`config.mk`:
```
export PLATFORM = sky130hd
export DESIGN_NAME = prefix_adder_seq
export DESIGN_NICKNAME = d
export VERILOG_FILES = /design/src/rtl/prefix_adder_seq.sv
export SDC_FILE = /design/constraint.sdc
export NUM_CORES = 1
export LEC_CHECK = 0
export CORE_ASPECT_RATIO = 0.7
export CORE_MARGIN = 2
export CORE_UTILIZATION = 50
export CTS_CLUSTER_SIZE = 30
export DETAILED_ROUTE_END_ITERATION = 6
export DONT_BUFFER_PORTS = 1
export GPL_TIMING_DRIVEN = 0
export PLACE_DENSITY = 0.74
export RECOVER_POWER = 100
export REMOVE_ABC_BUFFERS = 1
export SYNTH_ARGS = -nofsm -noshare
export SYNTH_HDL_FRONTEND = slang
export SYNTH_SLANG_ARGS = --single-unit
```
`constraint.sdc`:
```
create_clock -name clk -period 4.9 [get_ports clk]
set_input_delay 0.98 -clock clk [delete_from_list [all_inputs] [get_ports clk]]
set_output_delay 0.98 -clock clk [all_outputs]
set_load 0.01 [all_outputs]
```
`src/rtl/prefix_adder_seq.sv`:
```
// Iterative Kogge-Stone adder: one row of WIDTH dot cells reused over LOG2W cycles.
// Operands and carry-in are captured on start; the result is registered in FINISH.
//
// state  | meaning
// IDLE   | waiting for start; sum/cout hold the last result
// PREFIX | applying prefix stage k (span 2^k) to the G/P row
// FINISH | forming sum/cout from h and the final group generates
module prefix_adder_seq #(
  parameter int WIDTH = 16
) (
  input  logic             clk,
  input  logic             rst_n,
  input  logic             start,
  input  logic [WIDTH-1:0] a,
  input  logic [WIDTH-1:0] b,
  input  logic             cin,
  output logic             busy,
  output logic             done,
  output logic [WIDTH-1:0] sum,
  output logic             cout
);

  localparam int LOG2W = $clog2(WIDTH);

  typedef enum logic [1:0] {
    IDLE   = 2'd0,
    PREFIX = 2'd1,
    FINISH = 2'd2
  } state_t;

  state_t state, state_nx;

  logic [LOG2W-1:0] k;
  logic [WIDTH-1:0] h, g, p;
  logic [WIDTH-1:0] g_ld, p_ld;
  logic [WIDTH-1:0] g_nx, p_nx;
  logic             cin_q;

  assign busy = (state != IDLE);

  // Carry-in is folded into bit 0's generate, so bit 0 never propagates.
  always_comb begin
    g_ld    = a & b;
    g_ld[0] = (a[0] & b[0]) | ((a[0] ^ b[0]) & cin);
    p_ld    = a ^ b;
    p_ld[0] = 1'b0;
  end

  always_comb begin
    g_nx = g;
    p_nx = p;
    for (int s = 0; s < LOG2W; s++) begin
      if (k == LOG2W'(s)) begin
        for (int i = (1 << s); i < WIDTH; i++) begin
          g_nx[i] = g[i] | (p[i] & g[i - (1 << s)]);
          p_nx[i] = p[i] & p[i - (1 << s)];
        end
      end
    end
  end

  always_ff @(posedge clk) begin
    if (!rst_n) begin
      state <= IDLE;
    end else begin
      state <= state_nx;
    end
  end

  always_comb begin
    state_nx = state;
    case (state)
      IDLE:    if (start) state_nx = PREFIX;
      PREFIX:  if (k == LOG2W'(LOG2W - 1)) state_nx = FINISH;
      FINISH:  state_nx = IDLE;
      default: state_nx = IDLE;
    endcase
  end

  always_ff @(posedge clk) begin
    if (!rst_n) begin
      k     <= '0;
      h     <= '0;
      g     <= '0;
      p     <= '0;
      cin_q <= 1'b0;
      sum   <= '0;
      cout  <= 1'b0;
      done  <= 1'b0;
    end else begin
      done <= (state == FINISH);
      case (state)
        IDLE: begin
          if (start) begin
            h     <= a ^ b;
            g     <= g_ld;
            p     <= p_ld;
            cin_q <= cin;
            k     <= '0;
          end
        end
        PREFIX: begin
          g <= g_nx;
          p <= p_nx;
          k <= k + 1'b1;
        end
        FINISH: begin
          sum  <= h ^ {g[WIDTH-2:0], cin_q};
          cout <= g[WIDTH-1];
        end
        default: ;
      endcase
    end
  end

endmodule

```
Word-level counts from Yosys, hierarchy flattened

Cells that the tools add are included.

Register bits: 73
Bits of input ports: 36
Word-level logic and storage cells: 213

Add/subtract/negate cells: 1
Equality and inequality tests: 11
Multiplexer cells: 17
Bitwise logic cells: 155
Reductions and logical operators: 12

Operators with widths:

| cell                                                             | count |
|---|---|
| 1-bit bitwise AND                                                | 100 |
| 16-bit case mux with 2 select lines                              | 2 |
| 1-bit bitwise OR                                                 | 50 |
| 16-bit 2-to-1 mux                                                | 2 |
| 16-bit bitwise XOR                                               | 2 |
| 15-bit 2-to-1 mux                                                | 2 |
| 14-bit 2-to-1 mux                                                | 2 |
| 12-bit 2-to-1 mux                                                | 2 |
| 16-bit bitwise AND                                               | 1 |
| 8-bit 2-to-1 mux                                                 | 2 |
| 3-bit AND reduction                                              | 5 |
| 4-bit by 2-bit == test with 1-bit output (second input constant) | 2 |
| 4-bit case mux with 2 select lines                               | 1 |
| 2-bit inequality test (second input constant)                    | 3 |
| 2-bit AND reduction                                              | 3 |
| 5-bit inequality test (second input constant)                    | 1 |
| 4-bit by 1-bit adder with 4-bit output (second input constant)   | 1 |
| 4-bit by 1-bit == test with 1-bit output (second input constant) | 1 |
| 4-bit logical NOT                                                | 1 |
| 2-bit 2-to-1 mux                                                 | 2 |
| 4-bit 2-to-1 mux                                                 | 1 |
| 4-bit inequality test (second input constant)                    | 1 |
| 2-bit case mux with 2 select lines                               | 1 |
| 2-bit nonzero test                                               | 2 |
| other kinds (6)                                                  | 6 |

Longest topological paths before layout

Word-level depth: 7
Mapped depth: 9
Gate-level depth less buffers: 6

Worst setup path before layout

Ideal clock, no wire load.

Kind: input -> register
From: input port rst_n
To: register p[5]
Setup time: 0.058 ns
Data arrival time: 2.026 ns
Data required time: 4.842 ns
Setup slack: 2.816 ns
Stages on the path: 6
Cells stage by stage: clkbuf_1 -> and3b_1 -> clkbuf_1 -> o211ai_2 -> a21oi_1 -> a211o_1

RTL lines:

| item                   | RTL line | RTL |
|---|---|---|
| start: declaration     | 12       | `input logic rst_n,` |
| end signal: assignment | 97       | `p <= p_ld;` |
| end signal: assignment | 104      | `p <= p_nx;` |
| end: declaration       | 34       | `logic [WIDTH-1:0] h, g, p;` |

Final worst setup path

From: input port start
To: register p[15]

Cells in the longest elaborated chain, start to end: 2

RTL lines:

| item                            | RTL line | RTL |
|---|---|---|
| start: declaration              | 13       | `input logic start,` |
| 2-bit inequality test (no line) | --       |  |
| 3-bit AND reduction (no line)   | --       |  |

Every way passes these cells.
A chain may end at the register's enable or synchronous reset.

==> results by group <==
Min path
  • Hold Crit Class: reg -> reg
  • Hold EP: h[4]$_SDFFE_PN0P_
  • Hold path depth: 2
  • Hold_sp: h[4]$_SDFFE_PN0P_

Critical path
  • Slowest-stage cell, CP: nor3b_1
  • Req. time, crit path: 5090 ps
  • CP Data Arrival Time: 3670 ps
  • Worst path cell trace: nor3b_1, clkbuf_1, a21oi_1, a21boi_0, o22ai_1
  • Startpoint Class: input port
  • Critical path class: in -> reg
  • Worst reg-to-reg path cell count: 5
  • Worst setup EP type: flop
  • Largest stage delay, worst path: 1330 ps
  • Largest fanout on the critical path: 14
  • Crit Reg-Reg Endpoint: p[15]$_SDFFE_PN0P_
  • Reg2reg start: state[0]$_SDFFE_PN0P_
  • Flop2flop setup slack: 1600 ps

Place
  • Placer Congestion: 0.887
  • Port buffer count: 0
  • Post-placement cell area: 0.00393 mm²
  • Final HPWL DP: 6.99 mm

Power
  • Pwr dens: 357 mW/mm²
  • Max VDD drop: 221 µV
  • Pleak: 1.42 nW

STA
  • Worst-Margin Slew: 1760 ps
  • Setup TNS: 0 ps
  • Slew Viols, Final: 15
  • Period utilisation layout: 71.0%
  • Final hold vios: 0
  • Final setup violation count: 0
  • Max_slew headroom: -17.4%
  • Unrepaired setup endpoints after global routing: no
  • Min Tclk post-route: 3480 ps
  • Fmax: 287 MHz
  • Worst hold slack: 465 ps
  • Clk_skew: 6.77 ps

Clock network
  • Clock Latency Late Sink: 330 ps
  • Root Buffer: clkbuf_16
  • Clock slew at reported path FFs: 50 ps
  • Htree depth: 3
  • CTS max path bufs: 2
  • Post-CTS Setup Inserts: 0
  • CTS tree: built
  • TritonCTS Sinks: 72
  • Hold buffer count at cts: 0
  • Post-CTS sizing: 0
  • TritonCTS Buffers: 9

Detailed routing
  • Detailed-route via count: 3467
  • Wirelength, routed: 10.4 mm
  • Detail Route Antenna Nets: 0
  • WL per Instance: 19.9 µm
  • DRT Pass-1 Iters: 5
  • Drc violations: 0
  • Routed vias/inst: 6.59
  • Initial DRC Count: 316

Global routing
  • Met1 Resource Use GR: 36.1%
  • Initial antenna violation count: 0
  • Global route total overflow: 0
  • Routing usage on met2: 37.5%
  • Global-route wire length before repair: 16.6 mm
  • Vias in the first global route: 3215
  • GR peak layer: met2
  • Total Routing Usage GR: 25.0%
  • Largest net degree at the start of global routing: 36
  • GR Util met3: 5.81%

Floorplanning
  • Die ar.: 0.00866 mm²
  • Io pins: 55
  • Die W: 110 µm
  • Standard-cell rows: 27
  • Initial Util: 51.0%
  • Die span in y: 78.4 µm
  • Core area: 0.00777 mm²

Final layout
  • Fillers: 738
  • Design area: 0.00415 mm²
  • Diode count: 0
  • Commonest cells after routing, fill and taps aside: dfxtp_1 (72), nand2_1 (46), a21oi_1 (40), nor2_1 (34)
  • Most common cell after layout, fill and taps aside: dfxtp_1
  • Final core occ: 53.4%
  • Final #Nets: 476
  • Area Growth Syn to Fin: 4.90%
  • Ratio of cells with drive above 1 in the final layout: 5.88%

Logic synthesis
  • Synth Flop Type: dfxtp_1
  • Flops & latches, synth: 72
  • Synthesized area: 0.00396 mm²
  • YS warnings: 0
  • Cell count after synthesis: 452
  • Syn avg cell area: 8.76 µm²
  • Ys async rst share: 0%
  • EDFF count, synth: 0
  • Seq/Total Area, Yosys: 36.4%
  • Netlist cell types: 57

Status
  • Failing checks: max-capacitance violations, max-slew violations
  • Status: complete, but fails checks

Flow run
  • Max Cap Viol: 1
==> worst max-delay path: cells and delay by family <==
kind            cells  cell delay [ps]
simple gates        1             1330
buf+inv             1              620
compound gates      3              730
==> power breakdown <==
part           switching (mW)  total, mW  leakage [nW]  internal, mW
Combinational           0.119      0.204         0.699        0.0848
Sequential             0.0588      0.679         0.589         0.620
Clock                   0.245      0.600         0.130         0.355
Total                   0.423       1.48          1.42          1.06
==> worst max-delay path by stage <==
stage          depth (start not counted)  slack (ps)                 end         startpoint
2_1_floorplan                          4        2440  p[10]$_SDFFE_PN0P_              start
3_3_place_gp                           4        1500  p[12]$_SDFFE_PN0P_              start
3_5_place_dp                           4        1990  g[13]$_SDFFE_PN0P_              start
4_1_cts                                6        2290   p[6]$_SDFFE_PN0P_  k[0]$_SDFFE_PN0P_
5_1_grt                                5        1150  p[15]$_SDFFE_PN0P_              start
6_report                               5        1420  p[15]$_SDFFE_PN0P_              start
==> Yosys cell counts (3+ instances only) <==
cell / instances / area share [%]
a221o_1: 7 / 1.8
o221ai_1: 8 / 1.8
clkbuf_1: 23 / 2.2
a22oi_1: 9 / 1.7
buf_2: 14 / 1.8
mux2i_1: 6 / 1.5
mux2_1: 3 / 0.85
o211ai_1: 19 / 3.6
nor3_2: 3 / 0.76
buf_1: 4 / 0.38
ha_1: 20 / 6.3
dfxtp_1: 72 / 36
nand3_1: 10 / 1.3
o21a_1: 5 / 0.95
xnor2_1: 16 / 3.5
nand2_1: 46 / 4.4
nor2_1: 34 / 3.2
nor2b_1: 4 / 0.63
buf_6: 4 / 1.1
a21boi_0: 7 / 1.3
a211o_1: 3 / 0.66
a31o_1: 7 / 1.5
or3b_1: 3 / 0.66
o22ai_1: 7 / 1.1
inv_1: 3 / 0.28
a311oi_1: 10 / 2.2
o32a_1: 4 / 1.0
o31ai_1: 4 / 0.76
a21oi_1: 40 / 5.1
nor3_1: 5 / 0.63
a211oi_1: 20 / 3.8
o21ai_1: 3 / 0.38
==> layout make-up <==
class,count,area [µm²],share of cell area [%]
Multi-Input combinational cell,331,2270,54.7
Clock buffer,13,250,6.03
Clock inverter,3,17.5,0.422
Timing Repair Buffer,3,35.0,0.844
Sequential cell,72,1440,34.7
Tap cell,101,126,3.04
Inverter,3,11.3,0.271
==> layer usage <==
metal  part of all wire (%)  up-vias
li1                       -     1629
met1                     47     1667
met2                     43      155
met3                    8.1       16
met4                    1.2        0
met5                      0        -
==> registers in the layout, summed over array words and instances (netlist names) <==
signal,count
g,16
h,16
sum,16
p,15
k,4
state,2
cin_q,1
cout,1
done,1
==> logic make-up (layout without fill, tap and decap cells) <==
family | count (synthesis) | after routing | synth area share [%]
AND/OR/NAND/NOR | 118 | 118 | 14.3
multiplexers | 10 | 10 | 2.65
XOR/XNOR | 16 | 16 | 3.54
adder cells (fa/ha/maj) | 20 | 20 | 6.32
buffers and inverters | 49 | 22 | 5.94
AO/OA/AOI/OAI | 167 | 167 | 30.9
flip-flops | 72 | 72 | 36.4
==> stage by stage <==
stage	worst slack, ps	total power [mW]	std cells
finish	1420	1.48	526
CTS	2290	1.49	526
detailed placement	1990	0.893	510
global route	1150	1.54	526
global placement	1500	0.882	507
floorplan	2440	0.824	406
Note: power is estimated with default switching activity, not from simulation.
